**config.mk**
```make
export PLATFORM = sky130hd
export DESIGN_NAME = multdiv_sequencer
export DESIGN_NICKNAME = d
export VERILOG_FILES = /design/src/rtl/multdiv_sequencer_pkg.sv /design/src/rtl/multdiv_sequencer.sv
export SDC_FILE = /design/constraint.sdc
export NUM_CORES = 1
export LEC_CHECK = 0
export CORE_AREA = 2 2 114 128
export CTS_BUF_LIST = sky130_fd_sc_hd__clkbuf_4 sky130_fd_sc_hd__clkbuf_8 sky130_fd_sc_hd__clkbuf_16
export DETAILED_ROUTE_END_ITERATION = 8
export DIE_AREA = 0 0 116 130
export PLACE_DENSITY_LB_ADDON = 0.25
export SLEW_MARGIN = 10
export SYNTH_ARGS = -nofsm -noshare
export SYNTH_HDL_FRONTEND = slang
export SYNTH_SLANG_ARGS = --single-unit
```
**constraint.sdc**
```tcl
create_clock -name clock -period 3.2 [get_ports clock]
set_input_delay 0.48 -clock clock [delete_from_list [all_inputs] [get_ports clock]]
set_output_delay 0.48 -clock clock [all_outputs]
set_load 0.02 [all_outputs]
```
**src/rtl/multdiv_sequencer_pkg.sv**
```systemverilog
// Processor constants shared by the execute-stage multiply/divide sequencer.
// Op codes, rstatus codes and the sequencer state encoding.
package multdiv_sequencer_pkg;

    localparam logic [4:0]  OP_MUL      = 5'b00110;
    localparam logic [4:0]  OP_DIV      = 5'b00111;
    localparam logic [31:0] RSTATUS_MUL = 32'd4;
    localparam logic [31:0] RSTATUS_DIV = 32'd5;
    localparam logic [4:0]  RSTATUS_REG = 5'd30;

    typedef enum logic [1:0] {
        ST_IDLE  = 2'd0,
        ST_START = 2'd1,
        ST_BUSY  = 2'd2,
        ST_DONE  = 2'd3
    } md_state_t;

    function automatic logic is_md_op(input logic [4:0] op);
        return (op == OP_MUL) || (op == OP_DIV);
    endfunction

    function automatic logic [31:0] rstatus_code(input logic is_div);
        return is_div ? RSTATUS_DIV : RSTATUS_MUL;
    endfunction

endpackage

```
**src/rtl/multdiv_sequencer.sv**
```systemverilog
// Purpose: starts the iterative mul/div unit for a D/X mul/div op, stalls the pipe, hands result to X/M.
// Latency: detect + START + >=1 BUSY + DONE; result valid for one cycle in DONE.
// Backpressure: stall held from detect until DONE; flush aborts the unit and drops the result.
module multdiv_sequencer
    import multdiv_sequencer_pkg::*;
#(
    parameter int MAX_CYCLES = 40,
    parameter int CNT_W      = 6
) (
    input  logic        clock,
    input  logic        reset,
    input  logic        dx_valid,
    input  logic [4:0]  dx_alu_op,
    input  logic        dx_is_rtype,
    input  logic [4:0]  dx_rd,
    input  logic [31:0] dx_a,
    input  logic [31:0] dx_b,
    input  logic        flush,
    input  logic [31:0] md_result,
    input  logic        md_exception,
    input  logic        md_result_rdy,
    output logic        md_ctrl_mult,
    output logic        md_ctrl_div,
    output logic        md_abort,
    output logic [31:0] md_operand_a,
    output logic [31:0] md_operand_b,
    output logic        stall,
    output logic        wb_valid,
    output logic [4:0]  wb_rd,
    output logic [31:0] wb_result,
    output logic        wb_exception,
    output logic [31:0] wb_rstatus
);

    md_state_t          state;
    logic [CNT_W-1:0]   cnt;
    logic               op_div;
    logic [4:0]         rd_q;
    logic               req;
    logic               timeout;
    logic               cap_exc;
    logic [31:0]        cap_res;

    assign req     = dx_valid && dx_is_rtype && is_md_op(dx_alu_op);
    assign timeout = (cnt == CNT_W'(MAX_CYCLES - 1));

    // A ready result always wins over a coincident timeout.
    assign cap_exc = md_result_rdy ? md_exception : 1'b1;
    assign cap_res = (md_result_rdy && !md_exception) ? md_result : 32'd0;

    always_comb begin
        stall = 1'b0;
        if (reset) begin
            case (state)
                ST_IDLE:           stall = req && !flush;
                ST_START, ST_BUSY: stall = !flush;
                default:           stall = 1'b0;
            endcase
        end
    end

    assign wb_valid = (state == ST_DONE) && !flush;

    always_ff @(posedge clock or negedge reset) begin
        if (!reset) begin
            state        <= ST_IDLE;
            cnt          <= '0;
            op_div       <= 1'b0;
            rd_q         <= '0;
            md_ctrl_mult <= 1'b0;
            md_ctrl_div  <= 1'b0;
            md_abort     <= 1'b0;
            md_operand_a <= '0;
            md_operand_b <= '0;
            wb_rd        <= '0;
            wb_result    <= '0;
            wb_exception <= 1'b0;
            wb_rstatus   <= '0;
        end else begin
            md_ctrl_mult <= 1'b0;
            md_ctrl_div  <= 1'b0;
            md_abort     <= 1'b0;
            case (state)
                ST_IDLE: begin
                    if (req && !flush) begin
                        md_operand_a <= dx_a;
                        md_operand_b <= dx_b;
                        rd_q         <= dx_rd;
                        op_div       <= (dx_alu_op == OP_DIV);
                        md_ctrl_mult <= (dx_alu_op != OP_DIV);
                        md_ctrl_div  <= (dx_alu_op == OP_DIV);
                        state        <= ST_START;
                    end
                end
                ST_START: begin
                    if (flush) begin
                        md_abort <= 1'b1;
                        state    <= ST_IDLE;
                    end else begin
                        cnt   <= '0;
                        state <= ST_BUSY;
                    end
                end
                ST_BUSY: begin
                    if (flush) begin
                        md_abort <= 1'b1;
                        state    <= ST_IDLE;
                    end else begin
                        cnt <= cnt + CNT_W'(1);
                        if (md_result_rdy || timeout) begin
                            wb_rd        <= rd_q;
                            wb_result    <= cap_res;
                            wb_exception <= cap_exc;
                            wb_rstatus   <= cap_exc ? rstatus_code(op_div) : 32'd0;
                            state        <= ST_DONE;
                        end
                    end
                end
                default: state <= ST_IDLE;
            endcase
        end
    end

endmodule

```
* Word level (Yosys, flattened, before mapping) *
Cells that the tools add are included.
Widths: inputs -> output; s select.

storage, ports and cells
  register bits after elaboration = 151
  input port bits = 113
  output and inout port bits = 139
  logic and storage cells = 62

operators by class
  $add $sub $neg = 1
  eq/ne operators = 11
  multiplexer cells = 20
  bitwise gates (word level) = 1
  reduce and logical (&&, ||, !) cells = 16

operator list
  cell                 count
  $mux 32              1
  $mux 6               2
  $pmux 6 s2           1
  $eq 5x3->1 const B   2
  $mux 1               9
  $mux 2               4
  $add 6x1->6 const B  1
  $eq 6x6->1 const B   1
  $ne 2x2->1 const B   3
  $pmux 2 s3           1
  $reduce_and 3->1     2
  $logic_and 1x1->1    5
  $ne 5x3->1 const B   1
  $eq 2x2->1 const B   2
  $reduce_and 2->1     2
  $mux 3               1
  $ne 3x3->1 const B   1
  $eq 2x1->1 const B   1
  $logic_not 1->1      2
  $logic_not 2->1      1
  $logic_or 1x1->1     2
  $pmux 1 s2           1
  $reduce_bool 2->1    1
  $reduce_or 2->1      1
  $not 1->1            1

* Longest topological paths before layout *
  depth in word-level cells = 6
  depth in mapped cells = 7

* Worst setup path before layout *
No wires, ideal clock.

  kind = input port to output port
  start point = in flush
  end point = out stall
  arrival = 1615 ps
  data required time = 2720 ps
  path slack = 1105 ps
  stages on the path = 5
  buffers on the path = 1
  cells stage by stage = nand4bb_1 > nor3_2 > nand2_2 > buf_6 > a21oi_1

on the way
  cells in the longest elaborated chain, start to end = 4

ends and longest elaborated chain
  element             RTL line                                          text
  start: declaration  multdiv_sequencer.sv:18                           input logic flush,
  $logic_not 1->1 *   multdiv_sequencer.sv:55, multdiv_sequencer.sv:56
  $logic_and 1x1->1   multdiv_sequencer.sv:55                           ST_IDLE: stall = req && !flush;
  $pmux 1 s2 *        multdiv_sequencer.sv:54                           case (state)
  $mux 1 *            multdiv_sequencer.sv:53                           if (reset) begin
  end: declaration    multdiv_sequencer.sv:27                           output logic stall,

Mark *: on every way between the ends. The rest lies on a longest branch, timed or not.

* Final worst setup path *
Ends and elaborated chain as after synthesis.

==> flow_metrics.tcl <==
set metrics [dict create \
    path_clk_slew_ns 0.05 \
    pwr_density_cell_mw_per_mm2 725.5 \
    cts_sinks 120 \
    yosysWarnings 0 \
    grt_usage 0.1828 \
    ant_nets 0 \
    outcome "finished, final reports clean" \
    dpl-instance-area_sq_mm 0.007690 \
    cts_tree "yes" \
    drv_slew 0 \
    worst_pin_slew_ns 0.9543 \
    end_kind "output pin" \
    synth_flop_cell "dfrtp_1" \
    drive_above_1_share 0.1906 \
    clockBufferDepth 2 \
    worst_ep_required_time_ns 2.72 \
    synth-edff-count 0 \
    setup_viol 0 \
    grt_pass1_vias 3994 \
    grt_max_degree 77 \
    maxCapViolCount 0 \
    dp_hpwl_um 9403 \
    ys_seq_area_frac 0.5541 \
    cts_buffers 17 \
    vias 3850 \
    synthTopCellsByCount "120 x dfrtp_1, 67 x mux2_4, 37 x inv_1, 36 x o21ai_0, 32 x nand4b_1" \
    synth.most_common_cell "dfrtp_1" \
    min_period_ns 2.831 \
    die_h_um 130 \
    rows 46 \
    hold_buffers 0 \
    diodes 0 \
    netlist_instances 403 \
    post_cts_resized 0 \
    die_area_sq_mm 0.01508 \
    async_reset_ff_frac 1.000 \
    io_pins 252 \
    p_comb_frac 0.331 \
    setup_ws_ns 0.3690 \
    p_total_mw 6.016 \
    final_area_sq_mm 0.008292 \
    syn_area_sq_mm 0.005419 \
    p_sw_frac 0.3080 \
    rsz0062_at_grt "false" \
    synth_top_area_share 0.5541 \
    drt-wirelength-per-cell_um 16.10 \
    fill_cells 1150 \
    fin_skew_ns 0.007089 \
    cts_max_level 4 \
    peakVddDrop_mv 0.4186 \
    critical_path_class "in -> out" \
    syn2layout_area_growth_pct 53.01 \
    antenna_found_initial 0 \
    post_cts_buffers 0 \
    worstHoldPathType "in -> async" \
    arrival_ns 2.35 \
    pwr-share-seq 0.354 \
    ys_types 31 \
    power_frac_clock 0.316 \
    synth_largest_area_cell "dfrtp_1" \
    ys_ff_latch 120 \
    clockRootBuffer "clkbuf_16" \
    p_int_mw 4.163 \
    power_leakage_nw 3.913 \
    avgViaCountPerCell 4.627 \
    initial_utilization 0.3891 \
    synth_area_leaders "dfrtp_1 55%, mux2_4 19%, nand4b_1 5.2%" \
    p_sw_mw 1.853 \
    dieWidth_um 116 \
    syn_avg_cell_area_sq_um 13.45 \
    drcViolationCount 0 \
    dr.pass1.iters 4 \
    core_area_sq_mm 0.01393 \
    io_buffers 221 \
    wl_um 13390 \
    pre_cts_ws_ns 0.3735 \
    critPathLaunchType "input pin" \
    hold_slack_ns 0.3440 \
    fin_nets 746 \
    overflow 0 \
    gp_congestion 0.7292 \
    drt_iter0_markers 119 \
    grt_pass1_wl_um 21020 \
    slew_headroom 0.3638 \
    finalHoldViolations 0 \
    finalCritPeriodShare 0.8847 \
    fmax_mhz 353.2 \
    cp_max_fo 3 \
    clk_latency_ns 0.41 \
    setup_tns_ns 0 \
]
sequential cells by signal, indices dropped and copies added, names as in the netlist, 2 cells and up:
register,count
wb_rd,5
wb_rstatus,2
cnt,6
md_operand_a,32
rd_q,5
state,2
wb_result,32
md_operand_b,32
metrics by stage:
step | std cells | utilization
finish | 832 | 0.5953
global route | 832 | 0.5953
CTS | 832 | 0.5953
detailed placement | 800 | 0.5521
global placement | 800 | 0.5521
floorplan | 432 | -
logic make-up after synthesis:
| family | Yosys count | share of synthesized area |
|---|---|---|
| DFF | 120 | 0.5541 |
| buffers and inverters | 90 | 0.09397 |
| muxes | 81 | 0.2138 |
| and+or+nand+nor | 60 | 0.07851 |
| AOI/OAI and AO/OA | 45 | 0.04502 |
| adders and majority gates | 6 | 0.01385 |
| other | 1 | 0.0006920 |
placed cells by master, fill, tap and decap left out, types with 2 or more instances in the layout:
cell type / instances
o21ai_0: 36
conb_1: 30
inv_1: 37
ha_1: 6
clkinv_4: 3
nand3_1: 2
clkbuf_8: 4
buf_4: 8
dfrtp_1: 120
a21oi_1: 3
mux2i_1: 4
nand4b_1: 32
clkinvlp_4: 2
mux2_4: 67
clkdlybuf4s50_1: 220
nor3_1: 2
o21bai_1: 2
bufinv_16: 2
mux2_2: 10
clkinv_2: 4
nand2b_1: 3
clkbuf_16: 17
nor3_2: 2
nand2_1: 7
nor2_1: 6
area by class of cell:
| cell class | count | area, sq um | share of cell area |
|---|---|---|---|
| clock buffer | 21 | 480.5 | 0.05794 |
| timing repair buffer | 229 | 2282 | 0.2752 |
| clock inverter | 11 | 121.4 | 0.01464 |
| multi-input combinational | 222 | 2026 | 0.2443 |
| tap | 192 | 240.2 | 0.02897 |
| inverter | 37 | 138.9 | 0.01675 |
| sequential | 120 | 3003 | 0.3622 |
worst paths after layout:
check                      startpoint               end  slack (ns)  cells past startpoint
max                             flush             stall        0.37                      6
min                             reset           rd_q[0]        0.34                      2
max in group asynchronous       reset  md_operand_a[27]        1.69                      3
min in group clock             op_div            op_div        0.48                      1
max reg2reg                  state[0]   md_operand_b[2]        1.35                      5
min reg2reg                    op_div            op_div        0.48                      1
worst max-delay path: stages:
cell             delay (ns)
clkdlybuf4s50_1        0.42
nand4bb_1              0.21
nor3_2                 0.35
nand2_4                0.10
a21oi_1                0.16
clkdlybuf4s50_1        0.63
power groups by stage:
| stage | Combinational, mW | Clock, mW | Sequential (mW) |
|---|---|---|---|
| after floorplan | 0.606 | 0 | 2.54 |
| final | 1.99 | 1.90 | 2.13 |
| after global routing | 2.12 | 2.02 | 2.19 |
| after global placement | 1.97 | 0 | 2.13 |
| after detailed placement | 1.99 | 0 | 2.15 |
| after CTS | 2.01 | 1.95 | 2.13 |
metal layers:
| layer | GRT usage | part of all wire | vias to the layer above |
|---|---|---|---|
| met3 | 0.05248 | 0.062 | 23 |
| met2 | 0.3134 | 0.53 | 153 |
| met1 | 0.2137 | 0.39 | 1906 |
| met5 | 0 | 0 | - |
| met4 | 0.07983 | 0.023 | 0 |
| li1 | - | - | 1768 |
Note: power is estimated with default switching activity, not from simulation.
